File: src/rtl/shift_register_ctr.sv
// Parametrised shift/load register with a saturating shift counter and sticky done flag.
// Serves as the partial-remainder/quotient storage of the iterative divider.
module shift_register_ctr #(
  parameter int unsigned WIDTH = 4,
  parameter int unsigned STEPS = WIDTH,
  localparam int unsigned CNT_W = $clog2(STEPS + 1)
) (
  input  logic             clk,
  input  logic             reset,
  input  logic             E,
  input  logic             CLR,
  input  logic [1:0]       mode,
  input  logic [WIDTH-1:0] D,
  input  logic             SI,
  output logic [WIDTH-1:0] Q,
  output logic             SO,
  output logic [CNT_W-1:0] cnt,
  output logic             done
);

  localparam logic [CNT_W-1:0] STEPS_C = CNT_W'(STEPS);

  localparam logic [1:0] MODE_HOLD  = 2'b00;
  localparam logic [1:0] MODE_LOAD  = 2'b01;
  localparam logic [1:0] MODE_SHL   = 2'b10;
  localparam logic [1:0] MODE_SHR   = 2'b11;

  logic [WIDTH-1:0] r_q;
  logic             r_so;
  logic [CNT_W-1:0] r_cnt;
  logic             r_done;

  logic [WIDTH-1:0] w_q_nxt;
  logic             w_so_nxt;
  logic [CNT_W-1:0] w_cnt_nxt;
  logic             w_done_nxt;
  logic [CNT_W-1:0] w_cnt_step;

  // Counter saturates at STEPS so done stays meaningful while shifting continues
  assign w_cnt_step = (r_cnt < STEPS_C) ? r_cnt + CNT_W'(1) : r_cnt;

  always_comb begin
    w_q_nxt    = r_q;
    w_so_nxt   = r_so;
    w_cnt_nxt  = r_cnt;
    w_done_nxt = r_done;
    if (CLR) begin
      w_q_nxt    = '0;
      w_so_nxt   = 1'b0;
      w_cnt_nxt  = '0;
      w_done_nxt = 1'b0;
    end else if (E) begin
      case (mode)
        MODE_HOLD: ;
        MODE_LOAD: begin
          w_q_nxt    = D;
          w_cnt_nxt  = '0;
          w_done_nxt = 1'b0;
        end
        MODE_SHL: begin
          w_q_nxt    = {r_q[WIDTH-2:0], SI};
          w_so_nxt   = r_q[WIDTH-1];
          w_cnt_nxt  = w_cnt_step;
          w_done_nxt = r_done | (w_cnt_step == STEPS_C);
        end
        MODE_SHR: begin
          w_q_nxt    = {SI, r_q[WIDTH-1:1]};
          w_so_nxt   = r_q[0];
          w_cnt_nxt  = w_cnt_step;
          w_done_nxt = r_done | (w_cnt_step == STEPS_C);
        end
        default: ;
      endcase
    end
  end

  always_ff @(posedge clk or posedge reset) begin
    if (reset) begin
      r_q    <= '0;
      r_so   <= 1'b0;
      r_cnt  <= '0;
      r_done <= 1'b0;
    end else begin
      r_q    <= w_q_nxt;
      r_so   <= w_so_nxt;
      r_cnt  <= w_cnt_nxt;
      r_done <= w_done_nxt;
    end
  end

  assign Q    = r_q;
  assign SO   = r_so;
  assign cnt  = r_cnt;
  assign done = r_done;

endmodule

File: config.mk
export PLATFORM = sky130hd
export DESIGN_NAME = shift_register_ctr
export DESIGN_NICKNAME = d
export VERILOG_FILES = /design/src/rtl/shift_register_ctr.sv
export SDC_FILE = /design/constraint.sdc
export NUM_CORES = 1
export LEC_CHECK = 0
export ABC_AREA = 1
export BUFFER_PORTS_ARGS = -buffer_cell sky130_fd_sc_hd__buf_4
export CORE_MARGIN = 1
export CORE_UTILIZATION = 35
export CTS_CLUSTER_DIAMETER = 200
export DETAILED_ROUTE_END_ITERATION = 10
export GPL_ROUTABILITY_DRIVEN = 0
export SLEW_MARGIN = 25
export SYNTH_ARGS = -nofsm -noshare
export SYNTH_HDL_FRONTEND = slang
export SYNTH_SLANG_ARGS = --single-unit
File: constraint.sdc
create_clock -name clk -period 1.3 [get_ports clk]
set_input_delay 0.26 -clock clk [delete_from_list [all_inputs] [get_ports clk]]
set_output_delay 0.26 -clock clk [all_outputs]
set_load 0.005 [all_outputs]
=== Yosys cells after proc, flatten, opt, wreduce, memory -nomap -nowiden ===
Cells that the tools add are included.

* Add/subtract/negate cells: 1
* Magnitude comparators: 1
* Eq/ne operators: 4
* Mux-type cells: 13
* Bitwise logic cells: 1
* Reduce and logical (&&, ||, !) cells: 8

{| class="wikitable"
|+ Operators by type and width
! cell !! count
|-
| $pmux 4 s3 || 1
|-
| $mux 3 || 3
|-
| $mux 4 || 2
|-
| $pmux 3 s2 || 1
|-
| $reduce_and 2->1 || 3
|-
| $reduce_bool 3->1 || 2
|-
| $eq 2x2->1 const B || 2
|-
| $mux 1 || 4
|-
| $pmux 1 s2 || 2
|-
| $reduce_bool 4->1 || 1
|-
| $add 3x1->3 const B || 1
|-
| $eq 3x3->1 const B || 1
|-
| $lt 3x3->1 const B || 1
|-
| $eq 2x1->1 const B || 1
|-
| $reduce_bool 2->1 || 1
|-
| $reduce_or 2->1 || 1
|-
| $or 1x1->1 || 1
|}

* Flip-flop bits (word level): 9
* Input port bits: 11
* Output and inout port bits: 9
* Logic and storage cells: 32

=== Longest topological paths before layout ===
* Depth after elaboration: 7
* Mapped depth: 8
* Depth with buffers taken out: 8

=== Worst setup path after synthesis ===
Ideal clock, no wire load.

* Path kind: register to register
* From: reg r_cnt[0] (netlist: cnt[0])
* To: reg r_done (netlist: done)
* Library setup time: 0.116 ns
* Data arrival time: 1.063 ns
* Required time: 1.184 ns
* Path slack: 0.122 ns
* Cell stages (with the launch flop): 7
* Path buffers: 0
* Clock period less this slack: 1.178 ns
* Cells stage by stage: dfrtp_1 ha_1 or2_2 nand2_1 nor2_1 nor2_1 nor2_1

* Word-level cells in the longest chain between the ends: 7
* Elaborated cells on any way between the ends: 8

{| class="wikitable"
|+ Ends and longest elaborated chain
! what !! line !! text
|-
| start: declaration || 30 || <nowiki>logic [CNT_W-1:0] r_cnt;</nowiki>
|-
| start signal: assignment || 86 || <nowiki>r_cnt <= w_cnt_nxt;</nowiki>
|-
| $add 3x1->3 or $lt 3x3->1 (tied branches) || 40 || <nowiki>assign w_cnt_step = (r_cnt < STEPS_C) ? r_cnt + CNT_W'(1) : r_cnt;</nowiki>
|-
| $mux 3 (*) || 40 ||
|-
| $eq 3x3->1 (*) || 64, 70 ||
|-
| $or 1x1->1 (*) || 64, 70 ||
|-
| $pmux 1 s2 (*) || 53 || <nowiki>case (mode)</nowiki>
|-
| $mux 1 (*) || 52 || <nowiki>end else if (E) begin</nowiki>
|-
| $mux 1 (*) || 47 || <nowiki>if (CLR) begin</nowiki>
|-
| end signal: assignment || 87 || <nowiki>r_done <= w_done_nxt;</nowiki>
|-
| end: declaration || 31 || <nowiki>logic r_done;</nowiki>
|}

Every way passes the cells marked *; elsewhere a longest branch is shown, timed or not. The select of a mux whose other input is x is not followed.
A chain may end at the register's enable or synchronous reset.

=== Final worst setup path ===
Same ends and word-level chain as after synthesis.

==> results_dict.tcl <==
set metrics [dict create \
    status "complete, no violations" \
    clk_pin_slew_ns 0.06 \
    crit_arrival_ns 1.37 \
    yosysSeqAreaShare 0.395 \
    finalSetupViolCount 0 \
    cts_num_sinks 9 \
    drt_iter0_drc 6 \
    fin_skew_ns 0.00618 \
    grt_pass1_vias 510 \
    synth.distinct_cells 14 \
    fmax_mhz 827 \
    initial_core_util 0.379 \
    row_count 14 \
    clock_latency_ns 0.26 \
    hpwl_um 1040 \
    cap_violations 0 \
    synthTopCellsByArea "dfrtp_1, nand2_1, ha_1" \
    grt_pass1_wl_um 2270 \
    cts_root_buf "clkbuf_4" \
    diodes 0 \
    avgSynthCellArea_um2 6.87 \
    drive_gt1_frac 0.295 \
    critical_path_class "reg -> reg" \
    cts-resized-gates 0 \
    rsz0062_at_grt "no" \
    worst_ir_drop_vdd_v 0.000696 \
    crit_required_ns 1.46 \
    syn-num-nets 98 \
    syn_area_um2 571 \
    grt_antenna_before_repair 0 \
    timing.setup.tns_ns 0 \
    multiInputGateArea_um2 304 \
    drc 0 \
    track_usage 0.165 \
    synthCells 83 \
    grt_overflow 0 \
    ant_nets 0 \
    reg2reg_depth 6 \
    synth_largest_area_cell "dfrtp_1" \
    cellLeakagePower_uw 0.000465 \
    via_count 584 \
    pre_cts_ws_ns 0.0688 \
    slew_headroom 0.773 \
    grt_max_degree 10 \
    critPathMaxFanout 3 \
    cts_buffers 3 \
    seqCellArea_um2 225 \
    die-area_um2 1800 \
    htreeDepth 1 \
    clockBufferDepth 2 \
    via_per_inst 4.56 \
    routedWlPerCell_um 10.3 \
    routed_wl_um 1320 \
    min_path_type "in -> reg" \
    finalNetCount 128 \
    yosysWarningCount 0 \
    area_growth_syn_to_layout_pct 41.4 \
    die_w_um 42.4 \
    setup_slack_ns 0.0908 \
    hold_depth 5 \
    end_kind "register" \
    coreArea_um2 1510 \
    synth_top_area_share 0.395 \
    hold_viol 0 \
    fillers 160 \
    port_buffers 19 \
    tightest_slew_ns 0.340 \
    cp-start-kind "register" \
    cts_tree "yes" \
    drv_slew 0 \
    die_y_um 42.4 \
    period_needed_ns 1.21 \
    first_pass_iters 4 \
    power_density_nw_per_um2 859 \
    ys_seq_elements 9 \
    pin_count 20 \
    fin_crit_sh 0.930 \
]
==> metal layers <==
metal / GRT usage / wire length (um)
met4: 0.0188 / 0
met1: 0.245 / 658
met2: 0.246 / 595
met5: 0 / 0
met3: 0.0517 / 65
==> synthesized netlist by cell type <==
master and instances:
a21oi_1 3, a21oi_2 1, dfrtp_1 9, ha_1 4
inv_1 9, inv_2 2, nand2_1 38, nand3_1 4
nand3_2 1, nor2_1 6, nor2_2 1, o21ai_0 2
o22ai_1 2, or2_2 1
==> sequential cells by signal, summed over array words and instances (netlist names) <==
register	cells
Q	4
SO	1
cnt	3
done	1
==> layout make-up <==
type                       count  share of cell area
multi-input combinational     63               0.377
sequential                     9               0.279
timing repair buffer          25               0.236
inverter                      11              0.0512
clock buffer                   4              0.0326
tap                           16              0.0248
==> power by group <==
part	internal [uW]	switching (uW)	total, uW
combinational	82.7	78.9	162
sequential	297	17.6	314
clock	118	98.9	217
==> through the flow <==
| stage | utilization | cell area (um^2) | total power [uW] | hold WS (ns) | std cells |
|---|---|---|---|---|---|
| floorplan | - | 571 | 391 | 0.0879 | 83 |
| global placement | 0.507 | 763 | 477 | 0.247 | 122 |
| detailed placement | 0.507 | 763 | 479 | 0.251 | 122 |
| CTS | 0.531 | 800 | 700 | 0.308 | 127 |
| global route | 0.536 | 807 | 733 | 0.326 | 128 |
| finish | 0.536 | 807 | 693 | 0.299 | 128 |
==> worst max-delay path, stage by stage, from the launching register on <==
cell and delay, ns:
dfrtp_1 0.40, ha_1 0.21, or2_2 0.27, nand2_1 0.07
nor2_1 0.04, nor2_1 0.07, nor2_1 0.04
==> layout by cell type (no fill, tap or decap), drive strengths merged <==
cell	Yosys	layout
dlygate4sd3	0	1
nand3	5	5
o21ai	2	2
ha	4	4
or2	1	1
o22ai	2	2
inv	11	11
nor2	7	7
clkbuf	0	4
dfrtp	9	9
a21oi	4	4
nand2	38	38
buf	0	24
==> what timing repair did <==
action                                  4_1_cts  5_1_grt
hold buffers                                  1        0
hold endpoints to repair                      9        0
endpoints found under the setup margin        0        1
setup buffers                                 0        1
==> cell families (layout without fill, tap and decap cells) <==
kind of cell / after synthesis / after routing / synth area share
and+or+nand+nor: 51 / 51 / 0.364
adders and majority gates: 4 / 4 / 0.0877
AOI/OAI and AO/OA: 8 / 8 / 0.0811
DFF: 9 / 9 / 0.395
buffers and inverters: 11 / 40 / 0.0724
==> final timing paths <==
| kind | slack, ns | to | from |
|---|---|---|---|
| setup reg to reg | 0.09 | done$_DFFE_PP0P_ | cnt[0]$_DFFE_PP0P_ |
| hold / removal | 0.30 | Q[3]$_DFFE_PP0P_ | D[3] |
| setup / recovery | 0.09 | done$_DFFE_PP0P_ | cnt[0]$_DFFE_PP0P_ |
| hold reg to reg | 0.50 | done$_DFFE_PP0P_ | done$_DFFE_PP0P_ |
| min in group asynchronous | 0.51 | done$_DFFE_PP0P_ | reset |
| max in group asynchronous | 0.53 | Q[1]$_DFFE_PP0P_ | reset |
Note: power is estimated with default switching activity, not from simulation.
